[config.mk]
export PLATFORM = sky130hd
export DESIGN_NAME = alu_issue_ctrl
export DESIGN_NICKNAME = d
export VERILOG_FILES = /design/src/rtl/alu_issue_ctrl.sv
export SDC_FILE = /design/constraint.sdc
export NUM_CORES = 1
export LEC_CHECK = 0
export ABC_AREA = 1
export CAP_MARGIN = 15
export CORE_MARGIN = 1.5
export CORE_UTILIZATION = 37
export DETAILED_ROUTE_END_ITERATION = 6
export PLACE_DENSITY = 0.85
export SLEW_MARGIN = 20
export SYNTH_ARGS = -nofsm -noshare
export SYNTH_HDL_FRONTEND = slang
export SYNTH_SLANG_ARGS = --single-unit
[constraint.sdc]
create_clock -name clk -period 1.23 [get_ports clk]
set_input_delay 0.123 -clock clk [delete_from_list [all_inputs] [get_ports clk]]
set_output_delay 0.123 -clock clk [all_outputs]
set_load 0.02 [all_outputs]
[src/rtl/alu_issue_ctrl.sv]
// ALU issue front end: decodes one request, drives the ALU for one cycle,
// captures the result and returns it over a valid/ready handshake.
module alu_issue_ctrl #(
    parameter int CNT_W = 16
) (
    input  logic             clk,
    input  logic             reset,
    input  logic             in_valid,
    output logic             in_ready,
    input  logic [5:0]       in_op,
    input  logic [5:0]       in_funct,
    input  logic [31:0]      in_rs,
    input  logic [31:0]      in_rt,
    input  logic [15:0]      in_imm,
    output logic [31:0]      alu_a,
    output logic [31:0]      alu_b,
    output logic [2:0]       alu_f,
    input  logic [31:0]      alu_y,
    output logic             out_valid,
    input  logic             out_ready,
    output logic [31:0]      out_result,
    output logic             out_zero,
    output logic             out_illegal,
    output logic [CNT_W-1:0] op_count
);

    typedef enum logic [1:0] {
        IDLE = 2'd0,
        EXEC = 2'd1,
        DONE = 2'd2
    } state_t;

    state_t state, state_n;

    logic [31:0] dec_a, dec_b, sx, zx;
    logic [2:0]  dec_f;
    logic        dec_ill;

    assign sx = {{16{in_imm[15]}}, in_imm};
    assign zx = {16'h0000, in_imm};

    always_comb begin
        dec_a   = in_rs;
        dec_b   = in_rt;
        dec_f   = 3'b011;
        dec_ill = 1'b0;
        case (in_op)
            6'b000000: begin
                case (in_funct)
                    6'b100100: dec_f = 3'b000;
                    6'b100101: dec_f = 3'b001;
                    6'b100000: dec_f = 3'b010;
                    6'b100010: dec_f = 3'b110;
                    6'b101010: dec_f = 3'b111;
                    default:   dec_ill = 1'b1;
                endcase
            end
            6'b001000: begin dec_f = 3'b010; dec_b = sx; end
            6'b001100: begin dec_f = 3'b000; dec_b = zx; end
            6'b001101: begin dec_f = 3'b001; dec_b = zx; end
            6'b001010: begin dec_f = 3'b111; dec_b = sx; end
            6'b000100: dec_f = 3'b110;
            default:   dec_ill = 1'b1;
        endcase
        // Illegal ops present a fixed, harmless operand set to the ALU
        if (dec_ill) begin
            dec_a = 32'h0;
            dec_b = 32'h0;
            dec_f = 3'b011;
        end
    end

    always_comb begin
        state_n = state;
        case (state)
            IDLE:    if (in_valid) state_n = EXEC;
            EXEC:    state_n = DONE;
            DONE:    if (out_ready) state_n = IDLE;
            default: state_n = IDLE;
        endcase
    end

    assign in_ready  = (state == IDLE) && !reset;
    assign out_valid = (state == DONE);

    always_ff @(posedge clk) begin
        if (reset) begin
            state       <= IDLE;
            alu_a       <= 32'h0;
            alu_b       <= 32'h0;
            alu_f       <= 3'b000;
            out_illegal <= 1'b0;
            out_result  <= 32'h0;
            out_zero    <= 1'b0;
            op_count    <= '0;
        end else begin
            state <= state_n;
            case (state)
                IDLE: begin
                    if (in_valid) begin
                        alu_a       <= dec_a;
                        alu_b       <= dec_b;
                        alu_f       <= dec_f;
                        out_illegal <= dec_ill;
                    end
                end
                EXEC: begin
                    out_result <= out_illegal ? 32'h0 : alu_y;
                    out_zero   <= out_illegal || (alu_y == 32'h0);
                end
                DONE: begin
                    if (out_ready) op_count <= op_count + CNT_W'(1);
                end
                default: ;
            endcase
        end
    end

endmodule

Word-level counts from Yosys, hierarchy flattened --
Cells that the tools add are included.
Operators by class: add/sub/neg operators 1, multiply operators 0, div/mod/pow operators 0, order comparisons 0, equal/unequal tests 14, shift-type cells 0, multiplexer cells 12, bitwise operators 0, reduce and logical (&&, ||, !) cells 13
Operator list (count):
- $mux W32 | 3
- $pmux W32 S2 | 1
- $logic_not A32 Y1 | 1
- $eq A6 B6 Y1 const B | 5
- $eq A6 B4 Y1 const B | 4
- $pmux W3 S6 | 1
- $add A16 B1 Y16 const B | 1
- $pmux W3 S5 | 1
- $reduce_or A5 Y1 | 2
- $eq A6 B3 Y1 const B | 1
- $logic_not A6 Y1 | 1
- $pmux W2 S3 | 1
- $reduce_and A2 Y1 | 3
- $mux W2 | 2
- $reduce_or A2 Y1 | 2
- $mux W3 | 1
- $eq A2 B1 Y1 const B | 1
- $eq A2 B2 Y1 const B | 1
- $logic_not A2 Y1 | 1
- $ne A2 B1 Y1 const B | 1
- $ne A2 B2 Y1 const B | 1
- $pmux W1 S2 | 1
- $logic_and A1 B1 Y1 | 1
- $logic_not A1 Y1 | 1
- 2 further kinds | 2
Storage, ports and cells: register bits 119, latch bits 0, bits in writable memories 0, bits in read-only memories 0, input port bits 128, output and inout bits 119, memories kept 0

Longest topological paths before layout --
Gate-level depths: netlist of run 1.
depth in word-level cells 5, mapped depth 10

Least setup slack after synthesis of run 1 --
No wires, ideal clock.
path kind register -> register, start reg op_count[0], end reg op_count[14], arrival 1.382 ns, data required time 1.117 ns, slack -0.265 ns, cell stages (with the launch flop) 9, cell sequence dfxtp_1 -> ha_1 -> nand3_1 -> nor2_1 -> nand4_1 -> nor2_1 -> nand2_1 -> nand2_1 -> nor2_1
Between the ends: longest elaborated chain between the ends 1
Ends and longest elaborated chain:
- from (decl) | RTL line 24 | output logic [CNT_W-1:0] op_count
- from (signal assigned) | RTL line 112 | if (out_ready) op_count <= op_count + CNT_W'(1);
- $add A16 B1 Y16 | RTL line 112
No other way between the ends. A chain may end at the register's enable or synchronous reset.

Worst setup path after layout of run 1 --
start reg state[0], end reg out_result[1]
Between the ends: longest elaborated chain between the ends 1
Ends and longest elaborated chain:
- from (decl) | RTL line 33 | state_t state, state_n;
- from (signal assigned) | RTL line 97 | state <= state_n;
- $eq A2 B1 Y1 | RTL line 98 | case (state)
- to (signal assigned) | RTL line 108 | out_result <= out_illegal ? 32'h0 : alu_y;
- to (decl) | RTL line 21 | output logic [31:0] out_result,
No other way between the ends.

==> impl_metrics.ini, run 1 <==
[run_status]
outcome = finished, violations left
violations = setup timing

[placement]
placed_area_sq_um = 8056
io_buffers = 246
dpl.hpwl_microns = 11650
gp_congestion = 0.8015

[setup_path]
end_kind = flop
start_kind = flop
critPathArrivalTime_ns = 1.78
required_ns = 1.57
critPathKind = flop to flop
crit_fanout = 5

[clocking]
cts_tree = done
cts_max_level = 4
clkLatencyLatePin_ns = 0.42
clockBufferDepth = 2
cts_hold_buf = 0
cts.sinks = 119
root_buffer = clkbuf_16
numCtsBuffers = 17
clkTransAtPathRegs_ns = 0.06

[yosys]
synthesis.area_sq_um = 5182
synth_top_family_by_area = simple AND/OR/NAND/NOR gates
async_flop_share_pct = 0
yosys.area_share.simple_pct = 32.54
ys_seq_elements = 119
synth_compound_area_share_pct = 12.55
synth_xor_area_share_pct = 0.1690
ys.flop_type = dfxtp_1
synthMuxAreaShare_pct = 0
synth.top_cell.area_share_pct = 45.97
synth_warnings = 0
yosysSeqAreaShare_pct = 45.97
synthCells = 745
synth_fa_ha_area_share_pct = 0.2414
yosys-top-cells-area = dfxtp_1 46%, nand2_1 12%, nor2_1 11%
synth_edf_count = 0
yosysTopAreaCell = dfxtp_1
yosysUniqueCellTypes = 27
synth_nets = 874
syn_area_per_cell_sq_um = 6.956

[drt]
first_pass_iters = 4
drtIter0Drc = 385
routed_via_density = 5.094
post_drt_wl_per_cell_microns = 16.45
ant_nets = 0
drt-total-wl_microns = 20560
drc = 0
dr_total_vias = 6367

[final_layout]
synthToLayoutAreaGrowth_pct = 90.97
multi_input_area_sq_um = 3146
regArea_sq_um = 2400
drive_gt1_share_pct = 33.96
final_area_sq_um = 9897
fill_cells = 1034
utilization_pct = 71.86
nets = 1185

[die]
die_y_microns = 121.4
fp-row-count = 43
ios = 247
die_x_microns = 121.4
core_sq_um = 13770
start_util_pct = 37.63
die-area_sq_um = 14730

[sta]
fin_tns_setup_ns = -12.03
finalClockSkew_ns = 0.008877
fin_ws_ns = -0.2114
worstMarginPinSlew_ns = 0.5099
setup_viol = 116
max_slew_margin_pct = 65.97
finalHoldViolCount = 0
period_minus_slack_ns = 1.441
fin_crit_sh_pct = 117.2
fmax_mhz = 693.8
rsz0062_at_grt = yes
maxSlewViolCount = 0

[power_and_ir_drop]
switchingPower_w = 0.002905
irDropWorstVdd_v = 0.0007394
clkPwrFrac_pct = 46.3
power_w = 0.01102
sw_frac_of_total_pct = 26.36
power.leakage_nw = 4.136
p_int_w = 0.008115
power_frac_seq_pct = 36.3
powerDensity_nw_per_um2 = 1113
combPwrFrac_pct = 17.4

[grt]
grt_use_met2_pct = 47.25
grt_usage_pct = 26.15
use_met1_pct = 27.21
grt.overflow.total = 0
met3_usage_pct = 8.083
top_usage_layer = met2
grt_pass1_vias = 6144
grt_max_degree = 51
antenna_found_initial = 1
grt_pass1_wl_microns = 29840

[hold_path]
hold_path_class = input port to flop

[job]
cap_violations = 0
## critical path, stage by stage (launching register included)
cell and delay, ns:
dfxtp_2 0.35, buf_6 0.11, inv_4 0.04, nor2_4 0.13, clkinv_4 0.08, nor2_4 0.23
buf_6 0.19, a22oi_2 0.06, nor2_1 0.17
## stage by stage
step	setup slack, ns	cells	hold WS (ns)
2_1_floorplan	-0.04820	745	0.2658
3_3_place_gp	-1.093	1166	0.4478
3_5_place_dp	-1.180	1166	0.4508
4_1_cts	-0.2100	1242	0.1244
5_1_grt	-0.2698	1250	0.1820
6_report	-0.2114	1250	0.1739
## layer usage
layer | wire [microns] | vias up
li1 | - | 3053
met1 | 7499 | 2966
met2 | 10790 | 289
met3 | 1528 | 59
met4 | 740 | 0
met5 | 0 | -
## cells in the final DEF (no fill, tap or decap), types with 6 or more instances in the layout
| cell type | synthesis | routed |
|---|---|---|
| nand3_2 | 2 | 6 |
| buf_2 | 11 | 11 |
| nor2_2 | 4 | 12 |
| o21ai_1 | 0 | 6 |
| a22oi_2 | 0 | 31 |
| nand3_4 | 2 | 6 |
| a21oi_1 | 65 | 26 |
| clkdlybuf4s15_1 | 0 | 42 |
| nand2_1 | 169 | 132 |
| clkdlybuf4s50_1 | 0 | 117 |
| nand2_2 | 1 | 18 |
| clkbuf_2 | 0 | 50 |
| nand2_4 | 0 | 19 |
| inv_1 | 65 | 59 |
| clkdlybuf4s15_2 | 0 | 10 |
| nor2_1 | 145 | 124 |
| nor2_4 | 1 | 18 |
| buf_12 | 0 | 9 |
| buf_16 | 0 | 9 |
| nand4_1 | 12 | 12 |
| buf_4 | 1 | 37 |
| dfxtp_1 | 119 | 111 |
| clkbuf_16 | 0 | 20 |
| dlygate4sd2_1 | 0 | 13 |
| a21oi_2 | 0 | 39 |
| buf_6 | 2 | 24 |
| nand3_1 | 59 | 51 |
## registers in the layout, summed over array words and instances, names as in the netlist
signal       cells
out_result      32
alu_a           32
out_zero         1
op_count        16
state            2
alu_f            3
out_illegal      1
alu_b           32
## path summary, 6_finish.rpt
check | endpoint | from | slack [ns] | cells past startpoint
max | out_result[1] | state[0] | -0.21 | 8
min | out_result[7] | reset | 0.17 | 3
max reg2reg | out_result[1] | state[0] | -0.21 | 8
min reg2reg | op_count[3] | op_count[3] | 0.46 | 1
## what timing repair did
item                       4_1_cts  5_1_grt
pin swaps                       56       76
cloned                          15        4
buffers inserted                30        8
resized for setup              353      239
setup endpoints to repair      232      209
## power groups by stage
stage / registers (W) / clock network (W) / logic [W]
2_1_floorplan: 0.00418 / 0 / 0.000485
3_3_place_gp: 0.00407 / 0 / 0.00136
3_5_place_dp: 0.00407 / 0 / 0.00137
4_1_cts: 0.00399 / 0.00513 / 0.00175
5_1_grt: 0.00401 / 0.00536 / 0.00203
6_report: 0.00400 / 0.00510 / 0.00192
## kinds of logic after synthesis
logic type               count (synthesis)
buffers and inverters                  109
adder cells (fa/ha/maj)                  1
XOR/XNOR                                 1
AO/OA/AOI/OAI                          113
AND/OR/NAND/NOR                        402
flip-flops                             119
## cells in the mapped netlist (all sizes together) (2+ instances only)
master / number
nand4: 12
o21ai: 14
buf: 16
nor3: 5
nand3: 63
a22oi: 32
nor2: 150
inv: 66
dfxtp: 119
clkbuf: 26
a21oi: 65
nand2: 170
nand3b: 2
## area by class of cell
type	instances	share of cell area [%]
inverters	67	2.718
multi-input cells	521	31.78
well taps	180	2.276
repair buffers	330	32.83
clock inverters	12	1.403
flip-flops and latches	119	24.25
clock buffers	20	4.716
diodes	1	0.02528
No activity file was read; power rests on OpenSTA's default activity.
==> inputs of run 2 (changes only) <==
--- a/config.mk
+++ b/config.mk
@@ -6,7 +6,6 @@
 export NUM_CORES = 1
 export LEC_CHECK = 0
 export ABC_AREA = 1
-export CAP_MARGIN = 15
 export CORE_MARGIN = 1.5
 export CORE_UTILIZATION = 37
 export DETAILED_ROUTE_END_ITERATION = 6
==> results of run 2 <==
No change in the layout: final DEF, timing and power equal those of run 1.
==> inputs of run 3 (changes only) <==
--- a/config.mk
+++ b/config.mk
@@ -9,6 +9,7 @@
 export CORE_MARGIN = 1.5
 export CORE_UTILIZATION = 37
 export DETAILED_ROUTE_END_ITERATION = 6
+export GPL_ROUTABILITY_DRIVEN = 1
 export PLACE_DENSITY = 0.85
 export SLEW_MARGIN = 20
 export SYNTH_ARGS = -nofsm -noshare
==> results of run 3 <==
No change in the layout: final DEF, timing and power equal those of run 1.
